--- src/rtl/fetch_sequencer.sv ---
// Fetch sequencer: drives the IF-stage address and buffers fetched {pc, instruction} pairs in a FIFO.
// Define FETCH_SEQ_STATS_EN to add the fetch_count / stall_count statistics outputs.
module fetch_sequencer #(
  parameter logic [63:0] RESET_PC = 64'd8,
  parameter int          DEPTH    = 2
) (
  input  logic        clk,
  input  logic        reset,
  output logic [63:0] pc,
  input  logic [63:0] pc_next,
  input  logic [31:0] instruction,
  input  logic        redirect_valid,
  input  logic [63:0] redirect_pc,
  output logic        out_valid,
  input  logic        out_ready,
  output logic [63:0] out_pc,
  output logic [31:0] out_instr
`ifdef FETCH_SEQ_STATS_EN
  ,
  output logic [31:0] fetch_count,
  output logic [31:0] stall_count
`endif
);

  localparam int PTR_W = $clog2(DEPTH);
  localparam int CNT_W = PTR_W + 1;

  typedef enum logic {START, FETCH} state_t;

  state_t             state, state_nxt;
  logic [63:0]        pc_nxt;
  logic [PTR_W-1:0]   wr_ptr, rd_ptr;
  logic [CNT_W-1:0]   count;
  logic [63:0]        pc_mem    [DEPTH];
  logic [31:0]        instr_mem [DEPTH];
  logic [63:0]        redirect_aligned;
  logic               full, pop, push, stall, flush;

  assign full             = (count == CNT_W'(DEPTH));
  assign out_valid        = (count != '0);
  assign pop              = out_valid && out_ready;
  assign redirect_aligned = redirect_pc & ~64'd3;
  assign out_pc           = out_valid ? pc_mem[rd_ptr]    : '0;
  assign out_instr        = out_valid ? instr_mem[rd_ptr] : '0;

  // NOTE: every signal gets a default before any branch so no latch can be inferred.
  always_comb begin
    state_nxt = state;
    pc_nxt    = pc;
    push      = 1'b0;
    stall     = 1'b0;
    flush     = 1'b0;
    if (redirect_valid) begin
      flush     = 1'b1;
      state_nxt = FETCH;
      pc_nxt    = redirect_aligned;
    end else begin
      case (state)
        START: state_nxt = FETCH;
        FETCH: begin
          if (!full || pop) begin
            push   = 1'b1;
            pc_nxt = pc_next;
          end else begin
            stall = 1'b1;
          end
        end
        default: state_nxt = START;
      endcase
    end
  end

  // NOTE: sequential state uses non-blocking assignments so all registers update from pre-edge values.
  always_ff @(posedge clk or negedge reset) begin
    if (!reset) begin
      state  <= START;
      pc     <= RESET_PC;
      count  <= '0;
      wr_ptr <= '0;
      rd_ptr <= '0;
    end else begin
      state <= state_nxt;
      pc    <= pc_nxt;
      if (flush) begin
        count  <= '0;
        wr_ptr <= '0;
        rd_ptr <= '0;
      end else begin
        if (push) wr_ptr <= wr_ptr + PTR_W'(1);
        if (pop)  rd_ptr <= rd_ptr + PTR_W'(1);
        if (push && !pop)      count <= count + CNT_W'(1);
        else if (pop && !push) count <= count - CNT_W'(1);
      end
    end
  end

  // NOTE: storage is not reset; count gates out_valid and the head outputs, so stale contents are never visible.
  always_ff @(posedge clk) begin
    if (push) begin
      pc_mem[wr_ptr]    <= pc;
      instr_mem[wr_ptr] <= instruction;
    end
  end

`ifdef FETCH_SEQ_STATS_EN
  always_ff @(posedge clk or negedge reset) begin
    if (!reset) begin
      fetch_count <= '0;
      stall_count <= '0;
    end else begin
      if (push)  fetch_count <= fetch_count + 32'd1;
      if (stall) stall_count <= stall_count + 32'd1;
    end
  end
`endif

endmodule

--- config.mk ---
export PLATFORM = sky130hd
export DESIGN_NAME = fetch_sequencer
export DESIGN_NICKNAME = d
export VERILOG_FILES = /design/src/rtl/fetch_sequencer.sv
export SDC_FILE = /design/constraint.sdc
export NUM_CORES = 1
export LEC_CHECK = 0
export CORE_MARGIN = 8
export CORE_UTILIZATION = 25
export CTS_CLUSTER_DIAMETER = 60
export DETAILED_ROUTE_END_ITERATION = 7
export SLEW_MARGIN = 10
export SYNTH_ARGS = -nofsm -noshare
export SYNTH_HDL_FRONTEND = slang
export SYNTH_SLANG_ARGS = --single-unit
--- constraint.sdc ---
create_clock -name clk -period 9.8 [get_ports clk]
set_input_delay 1.96 -clock clk [delete_from_list [all_inputs] [get_ports clk]]
set_output_delay 1.96 -clock clk [all_outputs]
set_load 0.02 [all_outputs]
**Word-level counts from Yosys, hierarchy flattened**

Memory sizes are Yosys's and may differ from the RTL's.
Cells that the tools add are included.

- Add/sub/neg operators: 4
- Equal/unequal tests: 1
- Mux-type cells: 18
- Reductions and logical operators: 14

Operators with widths:

| operator | number |
|---|---|
| 2-to-1 mux 64 bit | 4 |
| 2-to-1 mux 32 bit | 1 |
| 2-to-1 mux 1 bit | 10 |
| nonzero test 2 bit | 5 |
| 2-to-1 mux 2 bit | 3 |
| logical AND 1 bit | 3 |
| zero test 1 bit | 3 |
| nonzero test 3 bit | 1 |
| adder 1 bit, second input constant | 2 |
| adder 2 x 1 -> 2 bit, second input constant | 1 |
| equality test 2 bit, second input constant | 1 |
| AND reduction 2 bit | 1 |
| subtractor 2 x 1 -> 2 bit, second input constant | 1 |
| logical OR 1 bit | 1 |

- Bits in registers: 69
- Bits in writable memories: 192
- Bits of input ports: 164
- Output and inout bits: 161
- Word-level logic and storage cells: 44
- Memories: 2

Memories:

| memory | words | width | read ports | clocked after memory_dff | write ports | RTL line | source |
|---|---|---|---|---|---|---|---|
| pc_mem | 2 | 64 | 1 | 0 | 1 | 34 | `logic [63:0] pc_mem [DEPTH];` |
| instr_mem | 2 | 32 | 1 | 0 | 1 | 35 | `logic [31:0] instr_mem [DEPTH];` |

**Depth between registers and ports, before layout**

Gate-level depths: netlist (run 1).

- Depth in word-level cells: 11
- Mapped depth: 5
- Mapped depth without buffers: 3

**Least setup slack after synthesis (run 1)**

OpenSTA, ideal clock, no wires.

- Kind: input-to-reg
- Start: input port redirect_valid
- End: memory instr_mem[0][0] (enable)
- Setup time: 669 ps
- Arrival time: 8,596 ps
- Setup slack: 535 ps
- Stages: 2
- Buffers on the path: 0
- Cell sequence: nand2b_1 nor3_1

- Longest elaborated chain between the ends: 3

Ends and longest elaborated chain:

| element | RTL line | source |
|---|---|---|
| start: declaration | 12 | `input logic redirect_valid,` |
| 2-to-1 mux 1 bit | 53 | `if (redirect_valid) begin` |
| 2-to-1 mux 1 bit | 99 | `if (push) begin` |
| 2-to-1 mux 1 bit (not written as such) | 101 | `instr_mem[wr_ptr] <= instruction;` |
| end: declaration | 35 |  |

Every way passes these cells.

**Worst setup path in the final report (run 1)**

- Start: register rd_ptr
- End: output port out_instr[26]

- Longest elaborated chain between the ends: 2

Ends and longest elaborated chain:

| element | RTL line | source |
|---|---|---|
| start: declaration | 32 | `logic [PTR_W-1:0] wr_ptr, rd_ptr;` |
| start signal: assignment | 90 | `if (pop) rd_ptr <= rd_ptr + PTR_W'(1);` |
| memory (2 x 32 bit) | -- |  |
| 2-to-1 mux 32 bit | 44 | `assign out_instr = out_valid ? instr_mem[rd_ptr] : '0;` |
| end: declaration | 17 | `output logic [31:0] out_instr` |

Every way passes these cells.

==> flow_metrics.tcl, run 1 <==
set metrics [dict create \
    antenna_found_initial 0 \
    synth_area_um2 10400 \
    power.density_nw_per_um2 193 \
    fmax_mhz 202 \
    drc 0 \
    period_needed_ps 4950 \
    layout.nets 1137 \
    setup_viol 0 \
    yosys.area.top_type "edfxtp_1" \
    ctsRootBufferMaster "clkbuf_16" \
    clk_path_buf_depth 3 \
    drtIter0Drc 281 \
    postPlaceCellArea_um2 14200 \
    ys_types 29 \
    async_flop_share 0.264 \
    grt_pass1_vias 6992 \
    wirelength_um 28400 \
    tns_ps 0 \
    p_leak_nw 5.34 \
    whs_ps 489 \
    io_buffers 322 \
    area_growth_pct 47.5 \
    die_area_um2 48300 \
    tightest_slew_ps 1010 \
    rows 74 \
    yosys_warnings 0 \
    die_h_um 220 \
    synthFlopType "edfxtp_1" \
    power.total_mw 2.96 \
    required_ps 7840 \
    maxSlewHeadroom 0.322 \
    die_x_um 220 \
    skew_ps 21.4 \
    layout-drive-gt1-share 0.100 \
    grt_max_degree 58 \
    dr.pass1.iters 6 \
    endpoint_kind "primary output" \
    routedWlPerCell_um 18.6 \
    cts_tree "done" \
    status "complete, no violations" \
    path_clk_slew_ps 50 \
    min_path_type "reg -> reg" \
    rsz0062_at_grt "false" \
    cts_buffers 34 \
    via_count 6521 \
    drv_cap 0 \
    ctsResizeCount 0 \
    cts-htree-levels 2 \
    netlist_instances 643 \
    start_util 0.254 \
    postRouteAntennaNets 0 \
    postCtsSetupRepairBufs 0 \
    clk-insertion-delay-late_ps 530 \
    synth.top_cell.area_share 0.555 \
    grt_pass1_wl_um 42700 \
    ys_seq_area_frac 0.722 \
    vdd_drop_max_mv 0.0990 \
    gp_congestion 0.699 \
    via_per_inst 4.26 \
    cts_sinks 261 \
    finalHoldViolCount 0 \
    cts_hold_buffers 0 \
    yosys-top-cells-area "edfxtp_1 (56%), dfrtp_1 (16%), mux2i_1 (9.3%), nor2_1 (3.7%), mux2_1 (3.3%)" \
    drv_slew 0 \
    ys_ff_latch 261 \
    dp_hpwl_um 19100 \
    criticalPathCategory "reg -> out" \
    postSynthAreaPerCell_um2 16.1 \
    crit_path_start_kind "register" \
    gr-usage-all-layers 0.115 \
    critPathMaxFanout 41 \
    timing.final.crit_share 0.505 \
    synth-edff-count 192 \
    critPathArrivalTime_ps 2990 \
    ios 325 \
    grt.overflow.total 0 \
    syn_nets 807 \
    fin_area_um2 15300 \
    core_um2 40900 \
]
[kinds of logic (layout without fill, tap and decap cells)]
group | after synthesis | in the layout | synth area share
xor+xnor | 1 | 1 | 0.000844
compound gates | 42 | 42 | 0.0376
flops | 261 | 261 | 0.722
other cells | 1 | 2 | 0.000361
simple gates | 141 | 141 | 0.0618
buf+inv | 41 | 397 | 0.0200
mux | 156 | 156 | 0.158
[report_power, final]
part	total (mW)	internal, mW	leakage, nW	switching, mW
Clock	1.24	0.764	0.548	0.473
Sequential	1.30	1.26	2.60	0.0415
Combinational	0.416	0.211	2.20	0.205
[cells in the final DEF, fill, tap and decap left out, types with 2 or more instances in the layout]
| cell type | instances |
|---|---|
| and2_1 | 32 |
| clkbuf_16 | 37 |
| o21ai_0 | 3 |
| edfxtp_1 | 192 |
| nor2_1 | 99 |
| clkbuf_1 | 8 |
| clkinvlp_4 | 3 |
| clkdlybuf4s50_1 | 320 |
| dfrtp_1 | 67 |
| bufinv_16 | 2 |
| clkinv_2 | 2 |
| buf_4 | 11 |
| a22o_1 | 2 |
| mux2i_1 | 96 |
| clkbuf_8 | 2 |
| mux2_1 | 30 |
| a221o_1 | 32 |
| clkinv_1 | 4 |
| inv_1 | 3 |
| nor2_4 | 2 |
| mux2_2 | 30 |
| a21oi_1 | 2 |
| inv_8 | 3 |
[final cells by class]
| class | count | area [um2] |
|---|---|---|
| clock buffers | 47 | 983 |
| multi-input cells | 341 | 2710 |
| diodes | 1 | 2.50 |
| well taps | 532 | 666 |
| flip-flops and latches | 261 | 7500 |
| fillers | 3898 | 25600 |
| clock inverters | 15 | 158 |
| inverters | 3 | 11.3 |
| repair buffers | 332 | 3290 |
[final timing paths]
check                           startpoint               end  slack, ps  cells past startpoint
worst max-delay path                rd_ptr     out_instr[26]       4850                      4
worst max register to register    count[1]  instr_mem[1][14]       6430                      4
worst min register to register      pc[60]     pc_mem[0][60]        490                      0
min in group asynchronous            reset            pc[21]       1390                      1
worst min-delay path                pc[60]     pc_mem[0][60]        490                      0
max in group asynchronous            reset            rd_ptr       7330                      2
[state kept, by name, indices dropped and copies added, names as in the netlist]
register   count
count          2
instr_mem     64
pc            64
pc_mem       128
rd_ptr         1
state          1
wr_ptr         1
[through the flow]
stage | util | setup WS, ps | cells
after floorplan | - | 535 | 643
after global placement | 0.346 | 4220 | 1469
after detailed placement | 0.346 | 4170 | 1469
after CTS | 0.374 | 4710 | 1531
after global routing | 0.374 | 4660 | 1531
final | 0.374 | 4850 | 1532
[cells in the mapped netlist, types with 3 or more instances]
cell and count:
edfxtp_1 192, nor2_1 101, mux2i_1 96, dfrtp_1 68, and2_1 33, a221o_1 32
mux2_1 30, mux2_2 30, buf_2 22, clkbuf_1 12, buf_6 3, inv_1 3
o21ai_0 3
[worst max-delay path: stages, from the launching register on]
cell	delay (ps)
dfrtp_4	720
buf_4	680
mux2i_1	160
nor2_1	190
clkdlybuf4s50_1	640
[metal layers]
| metal | GRT usage | routed length, um | vias to the layer above |
|---|---|---|---|
| li1 | - | - | 3069 |
| met1 | 0.134 | 11400 | 3157 |
| met2 | 0.187 | 13500 | 244 |
| met3 | 0.0444 | 2650 | 51 |
| met4 | 0.0473 | 855 | 0 |
| met5 | 0 | 0 | - |
Power figures use the tool's default switching activity.
==> run 2, diff against run 1 <==
clock period = 4.25 ns   (was 9.8 ns; I/O delays follow)
==> run 2 against run 1 <==
  * Final cell count rose by 0.46%
  * Sequential cell count is the same
  * Critical path depth did not move
  * Non-clock buffer count is 2 higher
  * Register-to-register slack got worse by 4300 ps
  * Clock power grew 150%
  * Global-route usage grew 0.41 points
  * Combinational power is 130% higher
  * Count of clock-buffer cells in the layout shrank 5
  * Largest power group is now the clock network
==> flow_metrics.tcl, run 2 (synthesis gave the netlist of run 1 again) <==
set metrics [dict create \
    status "complete, no violations" \
    setup_viol 0 \
    gp_congestion 0.698 \
    grt_max_degree 76 \
    endpoint_kind "primary output" \
    cts_sinks 261 \
    cts_buffers 36 \
    antenna_found_initial 1 \
    postCtsSetupRepairBufs 0 \
    rows 74 \
    layout.nets 1141 \
    rsz0062_at_grt "false" \
    path_clk_slew_ps 60 \
    die_area_um2 48300 \
    min_path_type "reg -> reg" \
    required_ps 3400 \
    placed_cells 1471 \
    p_leak_nw 5.43 \
    timing.final.crit_share 0.827 \
    highest_layer "met5" \
    critPathArrivalTime_ps 2670 \
    start_util 0.254 \
    dp_hpwl_um 19400 \
    grt_pass1_wl_um 43700 \
    drv_slew 0 \
    grt_pass1_vias 7237 \
    ios 325 \
    drv_cap 0 \
    core_um2 40900 \
    met3WireLength_um 2820 \
    clk_path_buf_depth 3 \
    met1_length_um 12100 \
    cts_hold_buffers 0 \
    reg_top3 "pc_mem: 128 flops, instr_mem: 64 flops, pc: 64 flops" \
    clk-insertion-delay-late_ps 530 \
    largest_reg_flops 128 \
    criticalPathCategory "reg -> out" \
    layout-drive-gt1-share 0.107 \
    layout_common_cells "clkdlybuf4s50_1 (320), edfxtp_1 (192), nor2_1 (99)" \
    grt.overflow.total 0 \
    crit_path_start_kind "register" \
    utilization 0.379 \
    tightest_slew_ps 1040 \
    die_h_um 220 \
    die_x_um 220 \
    ctsResizeCount 0 \
    fmax_mhz 284 \
    routedWlPerCell_um 19.1 \
    cts_tree "done" \
    tns_ps 0 \
    finalHoldViolCount 0 \
    gr-usage-all-layers 0.119 \
    top_register "pc_mem" \
    finalNonFillerCells 1539 \
    vdd_drop_max_mv 0.307 \
    wirelength_um 29500 \
    io_buffers 322 \
    period_needed_ps 3520 \
    cts-htree-levels 2 \
    postRouteAntennaNets 0 \
    skew_ps 13.9 \
    drtIter0Drc 370 \
    area_growth_pct 49.4 \
    via_count 6675 \
    ctsRootBufferMaster "clkbuf_16" \
    critPathMaxFanout 39 \
    dr.pass1.iters 4 \
    drc 0 \
    via_per_inst 4.34 \
    wl_met2_um 13900 \
    maxSlewHeadroom 0.307 \
    final_common_cell "clkdlybuf4s50_1" \
    power.density_nw_per_um2 456 \
]
## run 2: final timing paths
kind / from / end / slack [ps] / cells past startpoint
hold reg to reg: pc[20] / pc_mem[1][20] / 490 / 0
setup / recovery: rd_ptr / out_pc[11] / 730 / 4
hold / removal: pc[20] / pc_mem[1][20] / 490 / 0
setup reg to reg: count[1] / pc[15] / 2120 / 4
max in group asynchronous: reset / rd_ptr / 2970 / 1
min in group asynchronous: reset / pc[28] / 520 / 1
## run 2: area by class of cell
class                   count  area [um2]
fillers                  3901       25400
inverters                   3        11.3
flip-flops and latches    261        7500
well taps                 532         666
clock buffers              42         965
diodes                      2        5.00
clock inverters            24         282
repair buffers            334        3370
multi-input cells         341        2720
## run 2: metal layers
metal,vias up,GRT usage
li1,3090,-
met1,3296,0.143
met5,-,0
met2,239,0.192
met3,48,0.0521
met4,2,0.0342
## run 2: power breakdown
part | internal, mW | switching [mW] | total, mW
Clock | 1.95 | 1.14 | 3.09
Sequential | 2.91 | 0.101 | 3.01
Combinational | 0.495 | 0.477 | 0.972
Total | 5.36 | 1.71 | 7.07
## run 2: stage by stage
step	hold WS, ps	power (mW)	worst slack (ps)	instance area, um2
after global placement	472	4.04	1210	14300
after CTS	487	7.21	651	15500
after floorplan	503	3.49	-34.4	10400
after detailed placement	479	4.06	1190	14300
final	491	7.07	733	15500
after global routing	506	7.36	588	15500
## run 2: worst max-delay path, stage by stage, from the launching register on
cell and delay [ps]:
dfrtp_4 780, buf_12 350, mux2i_1 270, nor2_1 70, clkdlybuf4s50_1 610
==> run 3, diff against run 2 <==
clock period = 3.11 ns   (was 4.25 ns; I/O delays follow)
==> run 3 against run 2 <==
  * Die area is the same
  * Sequential power rose by 37%
  * Final cell count shrank 0.26%
  * Largest cell class unchanged
  * Clock skew hardly changed
  * Count of clock-buffer cells in the layout shrank 7
  * Non-clock buffer count up 7
  * Core utilization decreased by 0.079 points
==> flow_metrics.tcl, run 3 (synthesis gave the netlist of run 1 again) <==
set metrics [dict create \
    drc 0 \
    skew_ps 14.1 \
    vdd_drop_max_mv 0.318 \
    dr.pass1.iters 4 \
    criticalPathCategory "reg -> out" \
    critPathArrivalTime_ps 2260 \
    wirelength_um 28800 \
    required_ps 2490 \
    layout_common_cells "clkdlybuf4s50_1 (319), edfxtp_1 (192), nor2_1 (99)" \
    cts_buffers 30 \
    critPathMaxFanout 25 \
    ctsRootBufferMaster "clkbuf_16" \
    timing.final.crit_share 0.927 \
    via_count 6596 \
    maxSlewHeadroom 0.254 \
    grt_pass1_wl_um 42700 \
    period_needed_ps 2880 \
    status "complete, no violations" \
    grt_max_degree 68 \
    p_leak_nw 5.40 \
    crit_path_start_kind "register" \
    clk_path_buf_depth 3 \
    path_clk_slew_ps 60 \
    cts_sinks 261 \
    die_area_um2 48300 \
    drv_cap 0 \
    clk-insertion-delay-late_ps 560 \
    ios 325 \
    drtIter0Drc 316 \
    final_common_cell "clkdlybuf4s50_1" \
    layout.nets 1142 \
    start_util 0.254 \
    largest_reg_flops 128 \
    gr-usage-all-layers 0.114 \
    cts_hold_buffers 0 \
    core_um2 40900 \
    reg_top3 "pc_mem: 128 flops, instr_mem: 64 flops, pc: 64 flops" \
    finalHoldViolCount 0 \
    fmax_mhz 347 \
    fillers 3915 \
    layout-drive-gt1-share 0.107 \
    area_growth_pct 49.1 \
    min_path_type "in -> async" \
    dp_hpwl_um 19500 \
    endpoint_kind "primary output" \
    rsz0062_at_grt "false" \
    antenna_found_initial 1 \
    postRouteAntennaNets 0 \
    dpl_worst_slack_ps -15.6 \
    placed_cells 1476 \
    finalNonFillerCells 1535 \
    grt_pass1_vias 7040 \
    via_per_inst 4.30 \
    rows 74 \
    power.density_nw_per_um2 586 \
    routedWlPerCell_um 18.7 \
    grt.overflow.total 0 \
    tightest_slew_ps 1120 \
    cts_tree "done" \
    setup_slack_ps 227 \
    gp_congestion 0.693 \
    setup_viol 0 \
    top_register "pc_mem" \
    cts-htree-levels 1 \
    die_h_um 220 \
    io_buffers 322 \
    die_x_um 220 \
    drv_slew 0 \
]
[run 3: where the power goes]
group	internal (mW)	switching [mW]
Clock	2.20	1.40
Sequential	3.98	0.128
Combinational	0.705	0.662
[run 3: critical path, stage by stage, from the launching register on]
cell             delay (ps)
dfrtp_4                 580
buf_12                  220
mux2i_1                 130
nor2_1                  120
clkdlybuf4s50_1         650
[run 3: cell type report]
cell class / instances / area, um2 / share of cell area
sequential: 261 / 7500 / 0.484
timing repair buffer: 341 / 3550 / 0.229
inverter: 3 / 11.3 / 0.000728
multi-input combinational: 341 / 2720 / 0.176
antenna: 1 / 2.50 / 0.000162
clock buffer: 35 / 811 / 0.0524
tap: 532 / 666 / 0.0430
clock inverter: 21 / 219 / 0.0141
[run 3: worst paths after layout]
| check | from | end | slack [ps] | cells past startpoint |
|---|---|---|---|---|
| max | rd_ptr | out_instr[22] | 230 | 4 |
| min | reset | pc[33] | 170 | 1 |
| max reg2reg | count[1] | pc_mem[1][39] | 590 | 4 |
| min reg2reg | pc[60] | pc_mem[1][60] | 490 | 0 |
| max in group asynchronous | reset | pc[56] | 2250 | 2 |
| min in group clk | pc[60] | pc_mem[1][60] | 490 | 0 |
[run 3: metal layers]
metal | global-route usage | part of all wire
met4 | 0.0223 | 0.018
met5 | 0 | 0
met3 | 0.0440 | 0.098
met2 | 0.196 | 0.49
met1 | 0.134 | 0.39
[run 3: timing repair]
action / 4_1_cts / 5_1_grt
gates cloned: 0 / 0
gates resized for setup: 0 / 1
setup buffers: 2 / 0
setup endpoints to repair: 16 / 14
[run 3: metrics by stage]
stage | total power, mW | utilization | hold WS [ps] | cell area, um2 | setup TNS (ps)
3_3_place_gp | 5.55 | 0.352 | 473 | 14400 | 0
3_5_place_dp | 5.57 | 0.352 | 481 | 14400 | -418
6_report | 9.07 | 0.378 | 173 | 15500 | 0
4_1_cts | 9.24 | 0.378 | 194 | 15500 | 0
2_1_floorplan | 4.77 | - | 326 | 10400 | -33900
5_1_grt | 9.46 | 0.378 | 232 | 15500 | 0
